===== config.mk =====
export PLATFORM = sky130hd
export DESIGN_NAME = button_event_queue
export DESIGN_NICKNAME = d
export VERILOG_FILES = /design/src/rtl/button_pkg.sv /design/src/rtl/event_fifo.sv /design/src/rtl/button_event_queue.sv
export SDC_FILE = /design/constraint.sdc
export NUM_CORES = 1
export LEC_CHECK = 0
export CAP_MARGIN = 25
export CORE_MARGIN = 5
export CORE_UTILIZATION = 25
export CTS_BUF_LIST = sky130_fd_sc_hd__clkbuf_4 sky130_fd_sc_hd__clkbuf_8
export DETAILED_ROUTE_END_ITERATION = 10
export PLACE_DENSITY = 0.49
export SLEW_MARGIN = 20
export SYNTH_ARGS = -nofsm -noshare
export SYNTH_HDL_FRONTEND = slang
export SYNTH_SLANG_ARGS = --single-unit

===== constraint.sdc =====
create_clock -name clk -period 4.3 [get_ports clk]
set_clock_uncertainty 0.15 [all_clocks]
set_input_delay 0.86 -clock clk [delete_from_list [all_inputs] [get_ports clk]]
set_output_delay 0.86 -clock clk [all_outputs]
set_load 0.01 [all_outputs]

===== src/rtl/button_pkg.sv =====
// rtl/button_pkg.sv - entry layout constants and packing helper for the button event queue
package button_pkg;

    localparam int ENTRY_W  = 32;
    localparam int TS_MSB   = 31;
    localparam int TS_LSB   = 16;
    localparam int MASK_MSB = 15;
    localparam int MASK_LSB = 0;
    localparam int TS_W     = TS_MSB - TS_LSB + 1;
    localparam int MASK_W   = MASK_MSB - MASK_LSB + 1;

    // Pack a timestamp and a (zero-extended) hit mask into one queue entry
    function automatic logic [ENTRY_W-1:0] make_entry(input logic [TS_W-1:0]   ts,
                                                      input logic [MASK_W-1:0] mask);
        logic [ENTRY_W-1:0] e;
        e                   = '0;
        e[TS_MSB:TS_LSB]     = ts;
        e[MASK_MSB:MASK_LSB] = mask;
        return e;
    endfunction

endpackage


===== src/rtl/event_fifo.sv =====
// rtl/event_fifo.sv - synchronous show-ahead FIFO with clear and async active-low reset
module event_fifo
    import button_pkg::*;
#(
    parameter int WIDTH = ENTRY_W,
    parameter int DEPTH = 16,
    parameter int CNT_W = $clog2(DEPTH) + 1
) (
    input  logic             clk,
    input  logic             rst,
    input  logic             clear_i,
    input  logic             push_i,
    input  logic [WIDTH-1:0] data_i,
    input  logic             pop_i,
    output logic [WIDTH-1:0] data_o,
    output logic [CNT_W-1:0] count_o,
    output logic             full_o,
    output logic             empty_o
);

    localparam int AW = $clog2(DEPTH);

    logic [WIDTH-1:0] mem_q [DEPTH];
    logic [AW-1:0]    wr_ptr_q, rd_ptr_q;
    logic [CNT_W-1:0] count_q;
    logic             do_push, do_pop;

    assign empty_o = (count_q == '0);
    assign full_o  = (count_q == CNT_W'(DEPTH));
    assign count_o = count_q;
    // Head is gated so stale memory never leaks out while empty
    assign data_o  = empty_o ? '0 : mem_q[rd_ptr_q];

    // A pop on empty is ignored; a push on full only lands if a pop frees a slot
    assign do_pop  = pop_i && !empty_o;
    assign do_push = push_i && (!full_o || do_pop);

    // Storage array needs no reset; writes are suppressed by clear
    always_ff @(posedge clk) begin
        if (do_push && !clear_i) begin
            mem_q[wr_ptr_q] <= data_i;
        end
    end

    // Pointer and occupancy tracking; clear outranks push and pop
    always_ff @(posedge clk or negedge rst) begin
        if (!rst) begin
            wr_ptr_q <= '0;
            rd_ptr_q <= '0;
            count_q  <= '0;
        end else if (clear_i) begin
            wr_ptr_q <= '0;
            rd_ptr_q <= '0;
            count_q  <= '0;
        end else begin
            if (do_push) begin
                wr_ptr_q <= wr_ptr_q + AW'(1);
            end
            if (do_pop) begin
                rd_ptr_q <= rd_ptr_q + AW'(1);
            end
            if (do_push && !do_pop) begin
                count_q <= count_q + CNT_W'(1);
            end else if (do_pop && !do_push) begin
                count_q <= count_q - CNT_W'(1);
            end
        end
    end

endmodule


===== src/rtl/button_event_queue.sv =====
// rtl/button_event_queue.sv - timestamped rising-edge event queue for button capture bits
module button_event_queue
    import button_pkg::*;
#(
    parameter int NUM_BUTTONS = 8,
    parameter int DEPTH       = 16,
    parameter int PRESCALE    = 1000
) (
    input  logic                   clk,
    input  logic                   rst,
    input  logic [31:0]            capture,
    input  logic [NUM_BUTTONS-1:0] enable_mask,
    input  logic                   clear,
    input  logic                   rd_en,
    output logic [31:0]            rd_data,
    output logic                   empty,
    output logic                   full,
    output logic [8:0]             count,
    output logic                   overflow,
    output logic                   irq
);

    localparam int PS_W = (PRESCALE > 1) ? $clog2(PRESCALE) : 1;

    logic [NUM_BUTTONS-1:0] prev_q;
    logic                   armed_q;
    logic [NUM_BUTTONS-1:0] hit;
    logic [MASK_W-1:0]      hit_ext;
    logic                   push;
    logic                   drop;
    logic [PS_W-1:0]        ps_q, ps_d;
    logic [TS_W-1:0]        ts_q, ts_d;
    logic                   overflow_q, overflow_d;
    logic                   irq_q;
    logic                   unused_capture;

    assign unused_capture = ^capture[31:NUM_BUTTONS];

    // armed_q blocks the first cycle after reset so a bit already high is not an edge
    assign hit  = armed_q ? (capture[NUM_BUTTONS-1:0] & ~prev_q & enable_mask) : '0;
    assign push = |hit;
    // Full implies non-empty, so only a missing rd_en makes the push fall on the floor
    assign drop = push && full && !rd_en;

    // Zero-extend the hit vector into the entry's mask field
    always_comb begin
        hit_ext                  = '0;
        hit_ext[NUM_BUTTONS-1:0] = hit;
    end

    // Edge-detect history; keeps tracking capture even through clear
    always_ff @(posedge clk or negedge rst) begin
        if (!rst) begin
            prev_q  <= '0;
            armed_q <= 1'b0;
        end else begin
            prev_q  <= capture[NUM_BUTTONS-1:0];
            armed_q <= 1'b1;
        end
    end

    // Next prescaler/timestamp: tick every PRESCALE cycles, 16-bit wrap is silent
    always_comb begin
        ps_d = ps_q + PS_W'(1);
        ts_d = ts_q;
        if (clear) begin
            ps_d = '0;
            ts_d = '0;
        end else if (ps_q == PS_W'(PRESCALE - 1)) begin
            ps_d = '0;
            ts_d = ts_q + TS_W'(1);
        end
    end

    // Prescaler and timestamp registers
    always_ff @(posedge clk or negedge rst) begin
        if (!rst) begin
            ps_q <= '0;
            ts_q <= '0;
        end else begin
            ps_q <= ps_d;
            ts_q <= ts_d;
        end
    end

    // Sticky overflow: set on a dropped event, cleared only by clear
    always_comb begin
        overflow_d = overflow_q;
        if (clear) begin
            overflow_d = 1'b0;
        end else if (drop) begin
            overflow_d = 1'b1;
        end
    end

    // Overflow and interrupt registers; irq follows current status one cycle late
    always_ff @(posedge clk or negedge rst) begin
        if (!rst) begin
            overflow_q <= 1'b0;
            irq_q      <= 1'b0;
        end else begin
            overflow_q <= overflow_d;
            irq_q      <= !empty || overflow_q;
        end
    end

    assign overflow = overflow_q;
    assign irq      = irq_q;

    event_fifo #(
        .WIDTH (ENTRY_W),
        .DEPTH (DEPTH),
        .CNT_W (9)
    ) u_fifo (
        .clk     (clk),
        .rst     (rst),
        .clear_i (clear),
        .push_i  (push),
        .data_i  (make_entry(ts_q, hit_ext)),
        .pop_i   (rd_en),
        .data_o  (rd_data),
        .count_o (count),
        .full_o  (full),
        .empty_o (empty)
    );

endmodule


==> results_dict.tcl <==
set metrics [dict create \
    outcome "finished clean" \
    path_cells "buf_16 -> mux4_2 -> mux4_2 -> nor2b_1 -> clkdlybuf4s50_1" \
    finalInstanceArea_mm2 0.02132 \
    drive_above_1_share_pct 30.28 \
    hold_violations 0 \
    placed_cell_area_mm2 0.01978 \
    critPathLaunchType "flip-flop" \
    cp_slowest_cell "dfrtp_4" \
    firstDrtPassIters 5 \
    cpMostUsedCell "mux4_2" \
    routed_wl_um 42000 \
    ant_nets 0 \
    core_mm2 0.06966 \
    maxCapViolCount 0 \
    cp-end-kind "output pin" \
    via_per_inst 4.333 \
    hp-class "in -> async" \
    design.portCount 89 \
    numClockSinks 438 \
    reg2regPathDepth 12 \
    cp.arrival_ns 3.15 \
    cts_tree "built" \
    criticalPathCategory "reg -> out" \
    post_drt_wl_per_cell_um 20.87 \
    leakagePower_nw 7.095 \
    overflow 0 \
    cp_top_family "multiplexers" \
    syn_to_final_growth_pct 21.93 \
    async_flop_share_pct 12.33 \
    maxSlewViolCount 0 \
    setup_viol 0 \
    h-tree-depth 3 \
    tns_ns 0 \
    power.density_mw_per_mm2 489.0 \
    yosysUniqueCellTypes 46 \
    start_util_pct 25.10 \
    required_ns 3.29 \
    yosysSeqAreaShare_pct 73.66 \
    die_h_um 274.5 \
    cp_max_fo 29 \
    ctsHoldBuffers 0 \
    num_vias 8717 \
    fin_crit_ns 4.160 \
    peakVddDrop_mv 0.1965 \
    synth_cells 864 \
    numPortBuffers 56 \
    cts_buffer_depth 3 \
    grt_pass1_wl_um 62540 \
    antenna_found_initial 1 \
    synth_area_mm2 0.01749 \
    clock-root-buffer "clkbuf_8" \
    cp.depth 5 \
    fmax_ghz 0.2404 \
    critPathMaxStageDelay_ns 0.55 \
    grt_use_total_pct 11.24 \
    layout.nets 1074 \
    synth-seq-cells 438 \
    drtIter0Drc 501 \
    fin_crit_sh_pct 96.74 \
    fp-row-count 97 \
    final_util_pct 30.61 \
    slew_headroom_pct 42.48 \
    synth_edf_count 384 \
    grt_max_degree 37 \
    clk_pin_slew_ns 0.06 \
    die_area_mm2 0.07534 \
    dieWidth_um 274.5 \
    avgSynthCellArea_um2 20.24 \
    grt_pass1_vias 9478 \
    routabilityCongestion 0.6996 \
    synth_flop_cell "edfxtp_1" \
    ys_warn_count 0 \
    r2r_slack_ns 0.91 \
    clock_latency_ns 0.62 \
    path_buf_inv 2 \
    tightest_slew_ns 0.8628 \
    dp_hpwl_um 23860 \
    cts_buffers 75 \
    placed_cells 1874 \
    drc 0 \
    fin_cells 2012 \
]
## synth_stat cells, drive strengths merged (5+ instances only)
cell type | number | share of area [%]
and3 | 7 | 0.25
xnor2 | 12 | 0.60
dfrtp | 54 | 7.7
nor2b | 24 | 0.86
o31ai | 8 | 0.34
mux4 | 120 | 15
nand3 | 14 | 0.40
inv | 12 | 0.27
ha | 14 | 1.0
xor2 | 22 | 1.1
nor2 | 57 | 1.2
or3 | 5 | 0.18
a21oi | 9 | 0.32
clkbuf | 19 | 0.41
nand2 | 23 | 0.49
nor3 | 8 | 0.29
buf | 27 | 0.90
edfxtp | 384 | 66
nand4 | 5 | 0.18
and4b | 8 | 0.46
## layer usage
metal,GRT usage (%),share of wire (%),up-vias
met5,0,0,-
met2,18.74,50,189
met1,14.81,44,4688
met3,2.214,4.0,53
li1,-,-,3787
met4,3.611,2.0,0
## per-stage QoR
stage                     power [mW]  setup WS, ns  hold WS [ns]
final                          10.43        0.1404        0.1993
after global routing           10.96   -0.00009925        0.2289
after CTS                      10.63      -0.02142        0.1588
after detailed placement       6.873        0.2482        0.3179
after global placement         6.879        0.1940        0.3156
after floorplan                6.062        0.7198        0.2979
## final cells by class
| type | count | area [µm²] |
|---|---|---|
| repair buffers | 113 | 1260 |
| multi-input cells | 375 | 4481 |
| diodes | 2 | 5.005 |
| flip-flops and latches | 438 | 12890 |
| fillers | 6824 | 48340 |
| clock inverters | 27 | 167.7 |
| inverters | 12 | 47.55 |
| well taps | 940 | 1176 |
| clock buffers | 105 | 1295 |
## report_power, final
group	total [mW]	switching, mW	internal (mW)
combinational	1.96	0.936	1.03
sequential	4.78	0.0974	4.68
clock	3.68	1.63	2.05
## worst register-to-register path: cells and delay by family, from the launching register on
family,cells,cell delay [ns]
and+or+nand+nor,6,1.53
AOI/OAI and AO/OA,4,0.69
buffers and inverters,1,0.04
DFF,1,0.44
adders and majority gates,1,0.39
## what timing repair did
item,4_1_cts,5_1_grt
buffers inserted,1,3
setup endpoints to repair,11,13
resized for setup,3,8
## cells by family (layout without fill, tap and decap cells)
family / Yosys count / after routing / synth area share, %
flops: 438 / 438 / 73.66
xor+xnor: 34 / 34 / 1.703
mux: 123 / 123 / 15.63
fa+ha+maj: 15 / 15 / 1.116
buf+inv: 58 / 257 / 1.581
compound gates: 25 / 25 / 0.9874
simple gates: 169 / 169 / 5.280
other cells: 2 / 11 / 0.04294
## cell usage in the layout, fill, tap and decap left out, types with 18 or more instances in the layout
| master | netlist | routed |
|---|---|---|
| dfrtp_1 | 54 | 51 |
| clkinv_1 | 0 | 18 |
| clkbuf_8 | 0 | 81 |
| nor2b_1 | 24 | 24 |
| nand2_1 | 23 | 23 |
| xor2_1 | 22 | 22 |
| edfxtp_1 | 384 | 384 |
| nor2_1 | 57 | 41 |
| clkdlybuf4s50_1 | 0 | 47 |
| clkbuf_4 | 0 | 24 |
| buf_4 | 9 | 36 |
| mux4_2 | 120 | 120 |
## final timing paths
check | to | start
max in group asynchronous | ts_q[3]$_DFFE_PN0P_ | rst
min | u_fifo.count_o[7]$_DFFE_PN0P_ | rst
max | rd_data[25] | u_fifo.rd_ptr_q[0]$_DFFE_PN0P_
min in group clk | ps_q[0]$_DFF_PN0_ | ps_q[0]$_DFF_PN0_
min reg2reg | ps_q[0]$_DFF_PN0_ | ps_q[0]$_DFF_PN0_
max reg2reg | u_fifo.count_o[8]$_DFFE_PN0P_ | u_fifo.count_o[8]$_DFFE_PN0P_
## flip-flops by register name, indices dropped and copies added (netlist names)
register / count
armed_q: 1
irq: 1
overflow: 1
prev_q: 8
ps_q: 10
ts_q: 16
u_fifo.count_o: 9
u_fifo.mem_q: 384
u_fifo.rd_ptr_q: 4
u_fifo.wr_ptr_q: 4
Note: power is estimated with default switching activity, not from simulation.
